`src/rtl/hazard_ctrl.sv`:
```
// Pipeline hazard/sequencing controller: stalls, flushes and PC redirect.
// Optional event counters enabled by defining HAZARD_PERF_EN.
module hazard_ctrl (
    input  logic        clk,
    input  logic        reset,
    input  logic [4:0]  ra1,
    input  logic [4:0]  ra2,
    input  logic        e_memread,
    input  logic        e_regwrite,
    input  logic [4:0]  e_wa,
    input  logic        jump,
    input  logic [63:0] pcsrc,
    input  logic        i_busy,
    input  logic        i_ok,
    input  logic        d_busy,
    output logic        stallF,
    output logic        stallD,
    output logic        stallE,
    output logic        stallM,
    output logic        flushD,
    output logic        flushE,
    output logic        flushW,
    output logic        redirect,
    output logic [63:0] redirect_pc
`ifdef HAZARD_PERF_EN
    ,
    output logic [31:0] perf_lu,
    output logic [31:0] perf_mem,
    output logic [31:0] perf_redir
`endif
);

    localparam logic [0:0] RUN   = 1'b0;
    localparam logic [0:0] JWAIT = 1'b1;

    logic [0:0]  state;
    logic [0:0]  state_nxt;
    logic [63:0] tgt;
    logic        load_tgt;
    logic        lu;
    logic        stall_d_raw;

    assign lu = e_memread & e_regwrite & (e_wa != 5'd0) &
                ((e_wa == ra1) | (e_wa == ra2));

    always_comb begin
        state_nxt   = state;
        load_tgt    = 1'b0;
        stallF      = 1'b0;
        stall_d_raw = 1'b0;
        stallE      = 1'b0;
        stallM      = 1'b0;
        flushD      = 1'b0;
        flushE      = 1'b0;
        flushW      = 1'b0;
        redirect    = 1'b0;
        redirect_pc = 64'd0;
        if (!reset) begin
            // Wrong-path fetch in flight; redirect lands regardless of d_busy.
            if (state == JWAIT) begin
                flushD = 1'b1;
                stallF = !i_ok;
                if (i_ok) begin
                    redirect    = 1'b1;
                    redirect_pc = tgt;
                    state_nxt   = RUN;
                end
            end
            if (d_busy) begin
                stallF      = 1'b1;
                stall_d_raw = 1'b1;
                stallE      = 1'b1;
                stallM      = 1'b1;
                flushW      = 1'b1;
            end else if (lu) begin
                stallF      = 1'b1;
                stall_d_raw = 1'b1;
                flushE      = 1'b1;
            end else if (state == RUN) begin
                if (jump && !i_busy) begin
                    redirect    = 1'b1;
                    redirect_pc = pcsrc;
                    flushD      = 1'b1;
                end else if (jump) begin
                    flushD    = 1'b1;
                    stallF    = 1'b1;
                    load_tgt  = 1'b1;
                    state_nxt = JWAIT;
                end else if (i_busy) begin
                    stallF      = 1'b1;
                    stall_d_raw = 1'b1;
                    flushE      = 1'b1;
                end
            end
        end
        stallD = stall_d_raw & ~flushD;
    end

    always_ff @(posedge clk) begin
        if (reset) begin
            state <= RUN;
            tgt   <= 64'd0;
        end else begin
            state <= state_nxt;
            if (load_tgt)
                tgt <= pcsrc;
        end
    end

`ifdef HAZARD_PERF_EN
    logic lu_fire;

    assign lu_fire = !reset && !d_busy && lu;

    always_ff @(posedge clk) begin
        if (reset) begin
            perf_lu    <= 32'd0;
            perf_mem   <= 32'd0;
            perf_redir <= 32'd0;
        end else begin
            if (lu_fire && perf_lu != 32'hFFFF_FFFF)
                perf_lu <= perf_lu + 32'd1;
            if (d_busy && perf_mem != 32'hFFFF_FFFF)
                perf_mem <= perf_mem + 32'd1;
            if (redirect && perf_redir != 32'hFFFF_FFFF)
                perf_redir <= perf_redir + 32'd1;
        end
    end
`endif

endmodule
```
`config.mk`:
```
export PLATFORM = sky130hd
export DESIGN_NAME = hazard_ctrl
export DESIGN_NICKNAME = d
export VERILOG_FILES = /design/src/rtl/hazard_ctrl.sv
export SDC_FILE = /design/constraint.sdc
export NUM_CORES = 1
export LEC_CHECK = 0
export ABC_AREA = 0
export CAP_MARGIN = 25
export CORE_MARGIN = 1.5
export CORE_UTILIZATION = 35
export DETAILED_ROUTE_END_ITERATION = 7
export PLACE_DENSITY = 0.7
export SLEW_MARGIN = 20
export SYNTH_ARGS = -nofsm -noshare
export SYNTH_HDL_FRONTEND = slang
export SYNTH_SLANG_ARGS = --single-unit
```
`constraint.sdc`:
```
create_clock -name clk -period 2.7 [get_ports clk]
set_input_delay 0.54 -clock clk [delete_from_list [all_inputs] [get_ports clk]]
set_output_delay 0.54 -clock clk [all_outputs]
set_load 0.005 [all_outputs]
```
# Yosys cells after proc, flatten, opt, wreduce, memory -nomap -nowiden

Cells that the tools add are included.

Reductions and logical operators: 4
$mul: 0
Magnitude comparators: 0
Shift-type cells: 0
$add $sub $neg: 0
Mux-type cells: 53
Bitwise logic cells: 6
Div/mod/pow operators: 0
Eq/ne operators: 2

Operator list:

| cell                | number |
|---|---|
| 64-bit two-way mux  | 7 |
| 1-bit two-way mux   | 46 |
| 5-bit equality test | 2 |
| 5-bit nonzero test  | 1 |
| 1-bit bitwise AND   | 4 |
| 1-bit zero test     | 2 |
| 1-bit logical AND   | 1 |
| 1-bit NOT           | 1 |
| 1-bit OR            | 1 |

Word-level logic and storage cells: 67
Output and inout bits: 72
Memories kept: 0
ROM bits: 0
Bits in latches: 0
Register bits after elaboration: 65
Input bits: 87
RAM bits: 0

# Longest topological paths before layout

Gate-level depths: netlist of the first run.

Depth in word-level cells: 9
Mapped depth: 7

# Least setup slack after synthesis of the first run

Ideal clock, no wire load.

Kind: input port to output port
Start: input e_wa[1]
End: output redirect_pc[0]
Buffers on the path: 1
Path slack: 0.351 ns
Required time: 2.160 ns
Arrival: 1.809 ns
Stages on the path: 5
Cells stage by stage: or4_4 -> o211ai_4 -> o21ai_1 -> buf_2 -> o22ai_1

Word-level cells in the longest chain between the ends: 6

Ends and longest elaborated chain:

| what                                                             | RTL line | source |
|---|---|---|
| start: declaration                                               | 10       | `input logic [4:0] e_wa,` |
| 5-bit equality test / 5-bit nonzero test (equally long branches) | 44, 43   |  |
| 1-bit OR / 1-bit bitwise AND (equally long branches)             | 44, 43   |  |
| 1-bit bitwise AND (*)                                            | 43       | `assign lu = e_memread & e_regwrite & (e_wa != 5'd0) &` |
| 64-bit two-way mux (*)                                           | 75       | `end else if (lu) begin` |
| 64-bit two-way mux (*)                                           | 69       | `if (d_busy) begin` |
| 64-bit two-way mux (*)                                           | 58       | `if (!reset) begin` |
| end: declaration                                                 | 24       | `output logic [63:0] redirect_pc` |

Every way passes the cells marked *; elsewhere a longest branch is shown, timed or not.

# Worst setup path after layout of the first run

Start: input e_wa[2]
End: output redirect_pc[19]

The elaborated chain is that of the path after synthesis.

==> summary.txt, run 1 <==
Logic synthesis
  • Sequential area share after synthesis: 39.1%
  • Largest cells by area after synthesis: dfxtp_1, mux2i_1, nand2_1, o22ai_1, xor2_1
  • Top-count cell post-synth: nand2_1
  • Mean Syn Cell Area: 8.32 um^2
  • Post-synthesis cell type count: 32
  • Yosys reg bits: 65
  • Ys flop type: dfxtp_1
  • Post-Syn Area: 3330 um^2
  • Synth Instances: 400
  • Synth Warn #: 0
  • Asr flop ratio synth: 0%
  • Syn_nets: 487
  • Post-synth EDFFs: 0
  • Synth top area share: 39.1%
  • Cell taking the most area after synthesis: dfxtp_1
  • Post-synth top cells: nand2_1, dfxtp_1, mux2i_1, o22ai_1, clkbuf_1

Worst setup path
  • Worst Path Class, Setup: in2out
  • WP data required: 2.16 ns
  • Crit path arrival time: 2.17 ns
  • Startpoint Class: input pin
  • Worst setup EP type: primary output
  • Critical path peak fanout: 8

Placed design
  • Placer Congestion: 0.805
  • PortBufs: 158
  • Placed insts: 735
  • DP Wirelength: 6970 um

Cells and area
  • Fraction of layout cells with a size suffix above 1: 35.4%
  • FF/Latch Area: 1300 um^2
  • Nets: 731
  • Non-Filler Instances: 778
  • Fillers: 763
  • N_diodes: 0
  • Post-layout util: 66.3%
  • Multi-input gate area: 2090 um^2
  • Area Growth Syn to Fin: 84.1%

Drt
  • Routed via count: 3855
  • Number of remaining DRC errors: 0
  • Drt total wl: 11100 um
  • Vias per std cell: 4.96
  • Routed wire length per instance: 14.2 um
  • Initial drt markers: 135
  • Post-route antenna net violation count: 0
  • Pre-Repair DR Iteration Count: 4

Status
  • Violated checks: negative setup slack
  • Status: finished with violations

Global routing
  • Initial antenna violation count: 0
  • Total GRT Usage: 21.9%
  • Global-route wire length before repair: 17800 um
  • Vias in the first global route: 3962
  • Total gr overflow: 0
  • Largest net degree at the start of global routing: 52

Clocking
  • CTS root buf: clkbuf_8
  • Cts hold-fix bufs: 0
  • Total CTS buffers: 9
  • Number of clock sinks: 65
  • CTS tree: done
  • CTS clock-pin slew for the worst setup and hold paths: 0.07 ns
  • Bufs on Longest Clock Path: 2
  • Clock latency at the later pin of the worst-skew pair: 0.33 ns
  • H-Tree Depth: 3

Timing
  • Clock Skew: 0.00702 ns
  • # setup viols final: 2
  • Crit path time final: 2.71 ns
  • Setup slack after layout: -0.00957 ns
  • Fmax: 369 MHz
  • Final Hold Slack: 0.472 ns
  • Pin slew with the least headroom to its limit: 0.427 ns
  • Final Hold Fails: 0
  • Slew Limit Fails: 0
  • Final period utilization: 100%
  • RSZ-0062 raised after global routing: true
  • Relative slew slack: 71.2%

Die
  • Full die area: 10100 um^2
  • IO Pins: 159
  • Starting Density: 36.0%
  • Rows: 35
  • CORE AREA: 9240 um^2
  • Die X: 101 um
  • Chip height: 101 um

Pwr
  • Sw Ratio: 25.1%
  • Clock Power Share: 40.5%
  • Switching Power: 0.642 mW
  • Internal Power: 1.92 mW
  • Worst vdd ir: 0.309 mV
  • Flop pwr share: 38.6%
  • Leak Pwr: 3.01 nW
  • Cell Pwr Density: 418 nW/um^2
  • Total Power: 2.56 mW
  • Combinational group share of total power: 21.0%

Run
  • Max_cap viols: 0

Hold path
  • Hold Path Class: reg2reg
-- power groups by stage --
stage	Clock [mW]	Sequential, mW	Combinational, mW
floorplan	0	1.01	0.173
global placement	0	1.01	0.475
detailed placement	0	1.01	0.482
CTS	1.06	0.988	0.533
global route	1.10	0.990	0.577
finish	1.04	0.988	0.536
-- worst max-delay path, stage by stage --
cell and delay, ns:
buf_8 0.10, or4_4 0.54, o211ai_4 0.24, o21ai_4 0.14, buf_6 0.16, buf_12 0.14
buf_6 0.11, o22ai_2 0.07, buf_2 0.13
-- kinds of logic after synthesis --
| family | synth area share [%] |
|---|---|
| simple gates | 17.0 |
| flops | 39.1 |
| buf+inv | 6.32 |
| xor+xnor | 2.63 |
| compound gates | 15.6 |
| mux | 19.3 |
-- flip-flops by register name, indices dropped and copies added (netlist names) --
name and cells:
state 1, tgt 64
-- cell usage in the layout (no fill, tap or decap), types with 4 or more instances in the layout --
cell             count
buf_2               55
o22ai_2             23
buf_4               85
o22ai_1             37
clkdlybuf4s50_1     72
buf_12              10
clkbuf_8             9
nand2_1            127
clkdlybuf4s15_1     10
dlygate4sd2_1       14
buf_6               12
mux2i_1             63
buf_8                5
xor2_1               9
dfxtp_1             65
nor2_1               4
-- metal layers --
layer	track usage [%]	up-vias	part of all wire (%)	routed length, um
met5	0	-	0	0
met1	25.5	1810	42	4630
li1	-	1899	-	-
met4	6.50	0	2.0	223
met3	5.62	22	5.4	597
met2	39.5	124	51	5610
-- path summary, 6_finish.rpt --
check | from | end | slack, ns | cells past startpoint
worst max-delay path | e_wa[2] | redirect_pc[19] | -0.01 | 9
worst min-delay path | tgt[40] | tgt[40] | 0.47 | 2
worst max register to register | state | tgt[38] | 1.08 | 6
worst min register to register | tgt[40] | tgt[40] | 0.47 | 2
-- final cells by class --
cell class,instances,area share [%]
multi-input combinational,296,34.0
timing repair buffer,268,37.8
inverter,4,0.265
tap,129,2.63
clock inverter,7,2.04
sequential,65,21.2
clock buffer,9,2.02
-- stage by stage --
step | TNS [ns] | area (um^2) | worst slack, ns
finish | -0.0142 | 6130 | -0.00957
global route | -0.571 | 6130 | -0.0641
CTS | -3.23 | 6120 | -0.268
detailed placement | -47.10 | 5630 | -0.752
global placement | -41.98 | 5630 | -0.677
floorplan | 0 | 3330 | 0.351
-- timing repair --
item                                    4_1_cts  5_1_grt
hold endpoints to repair                      0        0
pin swaps                                    18       17
endpoints found under the setup margin       69       68
cloned                                        4        0
buffers inserted                             28        7
resized for setup                           301       45
Power figures use the tool's default switching activity.
==> run 2, diff against run 1 <==
REMOVE_ABC_BUFFERS = 1   (was default)
==> summary.txt, run 2 (synthesis gave the netlist of run 1 again) <==
Status
  • Status: finished with violations
  • Violated checks: negative setup slack

Timing
  • Final period utilization: 100%
  • Clock Skew: 0.00815 ns
  • # setup viols final: 2
  • Final Hold Slack: 0.473 ns
  • Fmax: 369 MHz
  • Final Hold Fails: 0
  • RSZ-0062 raised after global routing: true
  • Relative slew slack: 73.7%
  • Setup slack after layout: -0.0131 ns
  • Pin slew with the least headroom to its limit: 0.391 ns
  • Crit path time final: 2.71 ns
  • Slew Limit Fails: 0

Cells and area
  • Area Growth Syn to Fin: 94.6%
  • Commonest cells after routing, fill and taps aside: nand2_1, buf_4, clkdlybuf4s50_1
  • Fraction of layout cells with a size suffix above 1: 43.7%
  • Top reg by flops: tgt
  • Nets: 739
  • Top flop regs: tgt (64), state (1)
  • Most common cell after layout, fill and taps aside: nand2_1
  • Max reg flops: 64
  • N_diodes: 0
  • Post-layout util: 70.1%

Drt
  • Routed wire length per instance: 15.6 um
  • Routed via count: 3950
  • Drt total wl: 12300 um
  • Pre-Repair DR Iteration Count: 6
  • Initial drt markers: 96
  • Post-route antenna net violation count: 0
  • Vias per std cell: 5.03
  • Number of remaining DRC errors: 0

Pwr
  • Internal Power: 1.69 mW
  • Clock Power Share: 32.3%
  • Sw Ratio: 28.0%
  • Cell Pwr Density: 364 nW/um^2
  • Combinational group share of total power: 25.7%
  • Flop pwr share: 42.0%
  • Switching Power: 0.660 mW
  • Leak Pwr: 3.09 nW
  • Worst vdd ir: 0.206 mV

Clocking
  • CTS clock-pin slew for the worst setup and hold paths: 0.07 ns
  • Bufs on Longest Clock Path: 2
  • Cts hold-fix bufs: 0
  • H-Tree Depth: 3
  • Clock latency at the later pin of the worst-skew pair: 0.34 ns
  • CTS tree: done
  • Number of clock sinks: 65
  • CTS root buf: clkbuf_8
  • Total CTS buffers: 9

Global routing
  • Total GRT Usage: 24.2%
  • Vias in the first global route: 4062
  • Largest net degree at the start of global routing: 69
  • Global-route wire length before repair: 19300 um
  • Total gr overflow: 0
  • Initial antenna violation count: 0

Die
  • Rows: 35
  • Chip height: 101 um
  • CORE AREA: 9240 um^2
  • IO Pins: 159
  • Starting Density: 36.0%
  • Full die area: 10100 um^2
  • Die X: 101 um

Placed design
  • DP Wirelength: 7260 um
  • Placer Congestion: 0.906
  • PortBufs: 158

Worst setup path
  • Critical path peak fanout: 7
  • Crit-path cells: buf_8, or4_4, o211ai_4, o21ai_4, buf_6, buf_8, buf_16, o22ai_4, buf_2
  • Worst Path Class, Setup: in2out
  • Worst setup EP type: primary output
  • Max stage delay on crit path: 0.54 ns
  • WP data required: 2.16 ns
  • Crit-path most repeated cell: buf_8
  • Crit path arrival time: 2.17 ns
  • Startpoint Class: input pin
  • CP max-delay cell: or4_4

Run
  • Max_cap viols: 0

Hold path
  • Hold Path Class: reg2reg
[run 2: cell count changes in the layout (fill, tap and decap cells not counted), sizes merged, moves of 2 or more]
cell,before,now
clkinvlp,0,3
buf,167,188
inv,6,4
clkdlybuf4s50,72,69
clkbuf,11,13
dlygate4sd2,14,6
bufinv,3,0
[run 2: final cells by class]
class | count | area, um^2
Inverter | 4 | 16.3
Sequential cell | 65 | 1300
Timing Repair Buffer | 276 | 2490
Clock buffer | 11 | 141
Tap cell | 129 | 161
Multi-Input combinational cell | 296 | 2320
Fill cell | 709 | 2760
Clock inverter | 5 | 40.0
[run 2: timing repair]
item,CTS,global route
cloned,10,0
setup buffers,23,5
pin swaps,21,15
resized for setup,395,36
endpoints found under the setup margin,69,69
endpoints found under the hold margin,0,0
[run 2: worst paths after layout]
path | start | endpoint | slack [ns] | depth (start not counted)
worst min register to register | tgt[51] | tgt[51] | 0.47 | 2
worst min-delay path | tgt[51] | tgt[51] | 0.47 | 2
worst max-delay path | e_wa[2] | redirect_pc[34] | -0.01 | 9
worst max register to register | state | tgt[47] | 1.10 | 6
[run 2: routing by layer]
metal / vias up / routed length [um] / global-route usage [%]
met5: - / 0 / 0
met4: 0 / 256 / 9.21
met3: 21 / 569 / 5.20
met2: 130 / 6570 / 45.9
met1: 1889 / 4890 / 26.3
li1: 1910 / - / -
[run 2: stage by stage]
| step | TNS (ns) | power, mW | cells | cell area, um^2 | worst slack, ns |
|---|---|---|---|---|---|
| global placement | -42.24 | 1.50 | 741 | 5700 | -0.680 |
| finish | -0.0195 | 2.35 | 786 | 6480 | -0.0131 |
| global route | -0.678 | 2.45 | 786 | 6480 | -0.0674 |
| floorplan | -266.56 | 1.18 | 365 | 3130 | -2.94 |
| CTS | -4.47 | 2.36 | 790 | 6480 | -0.151 |
| detailed placement | -49.28 | 1.51 | 741 | 5700 | -0.768 |
[run 2: power by group through the flow]
stage	clock (mW)	combinational, mW	sequential, mW
after detailed placement	0	0.496	1.01
after floorplan	0	0.169	1.01
after global placement	0	0.487	1.01
after global routing	0.821	0.644	0.990
after CTS	0.777	0.597	0.988
final	0.761	0.606	0.988
[run 2: critical path: cells and delay by family]
kind            cells  cell delay, ns
buf+inv             5            0.67
simple gates        1            0.54
compound gates      3            0.43
==> run 3, diff against run 2 <==
ABC_CLOCK_PERIOD_IN_PS = 2700   (was default)
==> results of run 3 <==
Same layout as run 2: the final DEF is identical, and so are final timing and power.
